[src/rtl/dca_matrix_load_sequencer.sv]
// dca_matrix_load_sequencer
//  Turns one DCA matrix-load instruction into a stream of per-row read
//  requests tagged {last, row_idx}. It bounds the number of unanswered reads,
//  consumes the tagged row responses, and pulses done once the last row has
//  been consumed.
//  Optional build macro: DCA_LOAD_SEQ_ROW_CHECK_EN adds an in-order response
//  tag checker that drives the sticky seq_error flag.
module dca_matrix_load_sequencer #(
  parameter int BW_ADDR         = 32,
  parameter int BW_STRIDE_LS3   = 24,
  parameter int BW_NUM_ROW_M1   = 4,
  parameter int MAX_OUTSTANDING = 4
) (
  input  logic                     clk,
  input  logic                     rstnn,
  input  logic                     inst_valid,
  output logic                     inst_ready,
  input  logic [BW_ADDR-1:0]       inst_addr,
  input  logic [BW_STRIDE_LS3-1:0] inst_stride_ls3,
  input  logic [BW_NUM_ROW_M1-1:0] inst_num_row_m1,
  output logic                     rreq_valid,
  input  logic                     rreq_ready,
  output logic [BW_ADDR-1:0]       rreq_addr,
  output logic [BW_NUM_ROW_M1:0]   rreq_txn_info,
  input  logic                     rresp_valid,
  output logic                     rresp_ready,
  input  logic [BW_NUM_ROW_M1:0]   rresp_txn_info,
  output logic                     busy,
  output logic                     done,
  output logic                     seq_error
);

  localparam int BW_TXN_INFO    = BW_NUM_ROW_M1 + 1;
  localparam int BW_OUTSTANDING = $clog2(MAX_OUTSTANDING + 1);
  localparam logic [BW_OUTSTANDING-1:0] OUT_MAX = BW_OUTSTANDING'(MAX_OUTSTANDING);

  typedef enum logic [1:0] {
    S_IDLE  = 2'd0,
    S_ISSUE = 2'd1,
    S_DRAIN = 2'd2
  } state_t;

  state_t                    state_reg, state_next;
  logic [BW_ADDR-1:0]        addr_reg;
  logic [BW_STRIDE_LS3-1:0]  stride_reg;
  logic [BW_NUM_ROW_M1-1:0]  num_row_reg;
  logic [BW_NUM_ROW_M1-1:0]  row_idx_reg;
  logic [BW_OUTSTANDING-1:0] outstanding_reg;
  logic                      done_reg;

  logic                      inst_fire;
  logic                      req_fire;
  logic                      resp_fire;
  logic                      req_last;
  logic                      resp_last;
  logic [BW_ADDR-1:0]        stride_bytes;
  logic [BW_TXN_INFO-1:0]    req_tag;

  // The stride is given in 8-byte units; the address adder wraps naturally.
  assign stride_bytes = BW_ADDR'({stride_reg, 3'b000});
  assign req_last     = (row_idx_reg == num_row_reg);
  assign req_tag      = {req_last, row_idx_reg};
  assign resp_last    = rresp_txn_info[BW_NUM_ROW_M1];

  assign inst_fire = inst_valid && inst_ready;
  assign req_fire  = rreq_valid && rreq_ready;
  assign resp_fire = rresp_valid && rresp_ready;

  // Address and tag are only driven while a request is presented.
  assign rreq_addr     = rreq_valid ? addr_reg : '0;
  assign rreq_txn_info = rreq_valid ? req_tag : '0;
  assign rresp_ready   = (state_reg != S_IDLE) && (outstanding_reg != '0);
  assign busy          = (state_reg != S_IDLE);
  assign done          = done_reg;

  // State register
  always_ff @(posedge clk or negedge rstnn) begin
    if (!rstnn) begin
      state_reg <= S_IDLE;
    end else begin
      state_reg <= state_next;
    end
  end

  // Next-state and handshake outputs
  always_comb begin
    state_next = state_reg;
    inst_ready = 1'b0;
    rreq_valid = 1'b0;
    case (state_reg)
      S_IDLE: begin
        inst_ready = 1'b1;
        if (inst_valid) state_next = S_ISSUE;
      end
      S_ISSUE: begin
        // Requests pause as soon as the outstanding window is full.
        rreq_valid = (outstanding_reg < OUT_MAX);
        if (rreq_valid && rreq_ready && req_last) state_next = S_DRAIN;
      end
      S_DRAIN: begin
        if (resp_fire && resp_last) state_next = S_IDLE;
      end
      default: state_next = S_IDLE;
    endcase
  end

  // Instruction fields, row cursor and outstanding-read count
  always_ff @(posedge clk or negedge rstnn) begin
    if (!rstnn) begin
      addr_reg        <= '0;
      stride_reg      <= '0;
      num_row_reg     <= '0;
      row_idx_reg     <= '0;
      outstanding_reg <= '0;
    end else begin
      if (inst_fire) begin
        addr_reg    <= inst_addr;
        stride_reg  <= inst_stride_ls3;
        num_row_reg <= inst_num_row_m1;
        row_idx_reg <= '0;
      end else if (req_fire) begin
        addr_reg    <= addr_reg + stride_bytes;
        row_idx_reg <= row_idx_reg + BW_NUM_ROW_M1'(1);
      end
      // A request and a response in the same cycle cancel out.
      if (req_fire && !resp_fire) begin
        outstanding_reg <= outstanding_reg + BW_OUTSTANDING'(1);
      end else if (!req_fire && resp_fire) begin
        outstanding_reg <= outstanding_reg - BW_OUTSTANDING'(1);
      end
    end
  end

  // Completion pulse, coincident with the first IDLE cycle
  always_ff @(posedge clk or negedge rstnn) begin
    if (!rstnn) begin
      done_reg <= 1'b0;
    end else begin
      done_reg <= (state_reg == S_DRAIN) && resp_fire && resp_last;
    end
  end

`ifdef DCA_LOAD_SEQ_ROW_CHECK_EN
  logic [BW_NUM_ROW_M1-1:0] exp_row_reg;
  logic                     seq_error_reg;
  logic [BW_TXN_INFO-1:0]   exp_tag;

  assign exp_tag   = {(exp_row_reg == num_row_reg), exp_row_reg};
  assign seq_error = seq_error_reg;

  // Expected-row tracker; any out-of-order tag latches seq_error until reset
  always_ff @(posedge clk or negedge rstnn) begin
    if (!rstnn) begin
      exp_row_reg   <= '0;
      seq_error_reg <= 1'b0;
    end else begin
      if (inst_fire) begin
        exp_row_reg <= '0;
      end else if (resp_fire) begin
        exp_row_reg <= exp_row_reg + BW_NUM_ROW_M1'(1);
      end
      if (resp_fire && (rresp_txn_info != exp_tag)) begin
        seq_error_reg <= 1'b1;
      end
    end
  end
`else
  // Without the checker only the last bit of the returned tag matters.
  logic [BW_NUM_ROW_M1-1:0] unused_tag_bits;
  assign unused_tag_bits = rresp_txn_info[BW_NUM_ROW_M1-1:0];
  assign seq_error       = 1'b0;
`endif

endmodule

[config.mk]
export PLATFORM = sky130hd
export DESIGN_NAME = dca_matrix_load_sequencer
export DESIGN_NICKNAME = d
export VERILOG_FILES = /design/src/rtl/dca_matrix_load_sequencer.sv
export SDC_FILE = /design/constraint.sdc
export NUM_CORES = 1
export LEC_CHECK = 0
export CAP_MARGIN = 15
export CORE_AREA = 2 2 117 119
export CTS_CLUSTER_SIZE = 28
export DETAILED_ROUTE_END_ITERATION = 12
export DIE_AREA = 0 0 119 121
export GPL_TIMING_DRIVEN = 0
export PLACE_DENSITY_LB_ADDON = 0.1
export SYNTH_ARGS = -nofsm -noshare
export SYNTH_HDL_FRONTEND = slang
export SYNTH_SLANG_ARGS = --single-unit
[constraint.sdc]
create_clock -name clk -period 7.8 [get_ports clk]
set_input_delay 2.34 -clock clk [delete_from_list [all_inputs] [get_ports clk]]
set_output_delay 2.34 -clock clk [all_outputs]
set_load 0.02 [all_outputs]
# After elaboration in Yosys (flattened, before gate mapping)
# Cells that the tools add are included.
# classes
mux	14
n_lt_le_gt_ge	1
n_eq_ne	6
n_addsub	4
reduce_logical	19
# op_table
op	count
two-way mux 32 bit	3
adder 32 x 27 -> 32 bit	1
logical AND 1 bit	11
two-way mux 4 bit	2
two-way mux 2 bit	3
two-way mux 3 bit	2
inequality test 2 bit (second input constant)	3
one-hot mux 2 bit (3 select lines)	1
nonzero test 2 bit	3
two-way mux 5 bit	1
adder 4 x 1 -> 4 bit (second input constant)	1
equality test 4 bit	1
adder 3 x 1 -> 3 bit (second input constant)	1
less-than comparator 3 bit (second input constant)	1
AND reduction 3 bit	1
nonzero test 3 bit	1
subtractor 3 x 1 -> 3 bit (second input constant)	1
equality test 2 x 1 -> 1 bit (second input constant)	1
equality test 2 bit (second input constant)	1
zero test 1 bit	2
zero test 2 bit	1
two-way mux 1 bit	2
# word_totals
output_inout_bits	43
ff_bits	70
input_bits	70
elab_cells	51

# Depth between registers and ports, before layout
# logic_depth
ltp_word	7
depth_mapped	11
depth_no_buf	10

# Worst setup path after synthesis
# Ideal clock, no wire load.
# synth_timing
path_kind	input -> register
from	input port rreq_ready
to	register outstanding_reg[2]
arrival_time_ns	4.178
setup_ns	0.079
required_ns	7.721
setup_slack_ns	3.542
cell_stages	10
n_path_buf	2
path_cell_list	nand2_1 > inv_2 > clkbuf_1 > clkbuf_1 > ha_1 > inv_1 > fa_1 > xor2_1 > nor2_1 > xor2_1
# synth_between
elab_chain_len	4
elab_cells_between_ends	6
cone_classes	mux (1); reduce/logical (5)
# synth_rtl
item	line_no	rtl
from (decl)	22	input logic rreq_ready,
logical AND 1 bit (*)	66	assign req_fire = rreq_valid && rreq_ready;
zero test 1 bit	128	end else if (!req_fire && resp_fire) begin
logical AND 1 bit	128	
nonzero test 2 bit (no line)	-	
to (signal assigned)	127	outstanding_reg <= outstanding_reg + BW_OUTSTANDING'(1);
to (signal assigned)	129	outstanding_reg <= outstanding_reg - BW_OUTSTANDING'(1);
to (decl)	48	logic [BW_OUTSTANDING-1:0] outstanding_reg;
# Mark *: on every way between the ends. The rest lies on a longest branch, timed or not.
# A chain may end at the register's enable or synchronous reset.

# Worst setup path in the final report
# Same ends and word-level chain as after synthesis.

==> results.txt <==
RSZ-0062 raised after global routing: no
WL/cell: 16.0 um
Initial Util: 0.346
Detail Placement HPWL: 10.1 mm
Congestion Overflow GR: 0
Share of post-route cells with drive strength above 1: 0.0462
Max FFs per register: 32
Full die area: 14400 um^2
Maximum VDD drop: 176 uV
R2R setup slack: 4.41 ns
Lkg Pwr: 2.73 nW
Num CTS Buffers: 9
Design area: 6170 um^2
Area leader, netlist: dfrtp_1
Sequential fraction of the synthesis area: 0.387
Synth top area share: 0.387
Status: completed
Clk root buf: clkbuf_16
Finished Layout Cells: 847
Fin nets: 765
Worst Tran Pin Value: 0.690 ns
Router iterations before antenna repair: 4
Via density: 5.00
Area grow syn2layout: 36.2%
Synth Area in Adders: 0.0806
Post-synth EDFFs: 0
GPL Wtd Cong: 0.850
Commonest cells after routing, fill and taps aside: 129 x nand2_1, 106 x clkdlybuf4s50_1, 70 x dfrtp_1
Mux cell area share after synthesis: 0.0135
Rows: 42
Startpoint types: primary input
Post CTS Setup Buffer Count: 0
Ys async rst share: 1.00
Worst path slowest cell: clkbuf_1
Most common cell after layout, fill and taps aside: nand2_1
Routed vias: 4233
Post-CTS Resized: 0
Multi-input logic area: 2640 um^2
Synth Area in XOR/XNOR: 0.0503
Cts hold-fix bufs: 0
CTS clk-pin slew, worst paths: 0.05 ns
CP required: 8.07 ns
Worst path max stage delay: 0.51 ns
Worst endpoint data arrival time: 5.46 ns
Fin Setup TNS: 0 ns
Die height: 121 um
Max cap viols: 0
CTS tree: done
FF-to-FF Start: state_reg[1]
Core Region: 13100 um^2
Cell Area, Synth: 4530 um^2
Syn Nets: 646
CTS sink count: 70
Placed Instances: 832
# setup viols final: 0
Kind of critical path: primary input to flop
Relative slew slack: 0.540
Max Fclk: 0.193 GHz
Power Dens Cells: 479 nW/um^2
DRT iter0 DRCs: 240
FF+latch area: 1750 um^2
Critical path peak fanout: 10
Cells after Synth: 548
Fin. Hold Viols: 0
Port Buffers: 107
Deepest clock path buffer count: 2
Main combinational cell family by area after synthesis: simple AND/OR/NAND/NOR gates
Setup Skew: 0.0101 ns
Synth Register Bits: 70
Largest net degree at the start of global routing: 47
Hold path depth: 2
Hold Path Origin: addr_reg[0]
Cell Area, Placed: 5850 um^2
Yosys Warn Count: 0
Number of H-tree levels: 3
# IOs: 113
Worst R2R End: outstanding_reg[2]
Worst path cell trace: clkdlybuf4s50_1, nand2_1, inv_2, clkbuf_1, clkbuf_1, ha_1, inv_1, fa_1, xor2_1, nor2_1, xor2_1
Post-Synth Simple-Gate Area: 0.266
Drt drc: 0
Max-slew violation total from the final report: 0
Average size of a mapped cell: 8.27 um^2
Synth top area cells: dfrtp_1 39%, nand2_1 11%, ha_1 7.2%
Crit path time final: 5.19 ns
R2R depth: 11
Die width: 119 um
Total power draw: 0.00296 W
First-pass GRT wire length: 22.1 mm
Final worst-path cycle share: 0.665
Antenna violations before repair: 0
Final ANT Viol Nets: 0
Detailed Route WL: 13.5 mm
Hold crit path type: flop to flop
Synth unique cells: 55
Compound-gate portion of the synthesized area: 0.173
Fillers: 1246
WHS Endpoint: addr_reg[0]
Top FF cell, synth: dfrtp_1
Vias in the first global route: 4230
GRT Util Overall: 0.198
Crit end category: flop
Clk Latency, worst-skew pair: 0.35 ns
# diodes: 0
==> how the worst max path moves through the flow <==
stage | start | to | slack [ns]
6_report | rreq_ready | outstanding_reg[2] | 2.61
5_1_grt | rreq_ready | outstanding_reg[2] | 2.40
4_1_cts | rreq_ready | outstanding_reg[2] | 2.58
3_5_place_dp | rreq_ready | outstanding_reg[2] | 2.22
3_3_place_gp | rstnn | addr_reg[30] | 1.76
2_1_floorplan | rreq_ready | outstanding_reg[2] | 3.54
==> synthesized netlist by cell type (all sizes together), types with 2 or more instances <==
cell type	number
and2	37
a22oi	2
buf	5
a211oi	2
o211ai	4
mux2i	5
nor3	7
o21a	2
o22ai	12
xor2	13
nor3b	4
and3	8
nand3	11
inv	9
dfrtp	70
nor2	39
o21bai	2
clkbuf	21
xnor2	13
or3	5
fa	2
or2	3
o211a	4
a31oi	5
nand3b	2
o2111ai	3
nand2	129
a21oi	48
nand4	4
nand2b	7
o21ai	21
ha	26
nor2b	2
a221oi	2
a21o	7
==> logic make-up after synthesis <==
kind of cell             after synthesis
AND/OR/NAND/NOR                      260
AO/OA/AOI/OAI                        122
flip-flops                            70
buffers and inverters                 35
adder cells (fa/ha/maj)               28
XOR/XNOR                              26
multiplexers                           6
other                                  1
==> stage by stage <==
| stage | setup WS, ns | utilization | hold slack, ns |
|---|---|---|---|
| 3_5_place_dp | 2.22 | 0.447 | 0.470 |
| 3_3_place_gp | 1.76 | 0.445 | 0.449 |
| 6_report | 2.61 | 0.472 | 0.472 |
| 2_1_floorplan | 3.54 | - | 0.437 |
| 5_1_grt | 2.40 | 0.472 | 0.503 |
| 4_1_cts | 2.58 | 0.472 | 0.484 |
==> layout make-up <==
type,instances,share of cell area
Buffer,26,0.0164
Clock buffer,10,0.0387
Clock inverter,5,0.0136
Inverter,9,0.00548
Multi-Input combinational cell,443,0.429
Sequential cell,70,0.284
Tap cell,176,0.0357
Timing Repair Buffer,108,0.178
==> per-layer routing <==
layer,global-route usage,share of wire,up-vias
li1,-,-,2120
met1,0.268,0.48,1990
met2,0.319,0.46,110
met3,0.0418,0.042,13
met4,0.0588,0.013,0
met5,0,0,-
==> worst max-delay path, delay by kind of cell <==
family                   cells  cell delay, ns
buffers and inverters        5            1.82
adder cells (fa/ha/maj)      2            0.66
XOR/XNOR                     2            0.32
AND/OR/NAND/NOR              2            0.31
==> power breakdown <==
group / switching, W / total, W / internal (W) / leakage, nW
Sequential: 0.000138 / 0.000673 / 0.000535 / 0.856
Combinational: 0.00104 / 0.00183 / 0.000790 / 1.72
Clock: 0.000166 / 0.000453 / 0.000287 / 0.151
Total: 0.00134 / 0.00296 / 0.00161 / 2.73
Note: power is estimated with default switching activity, not from simulation.
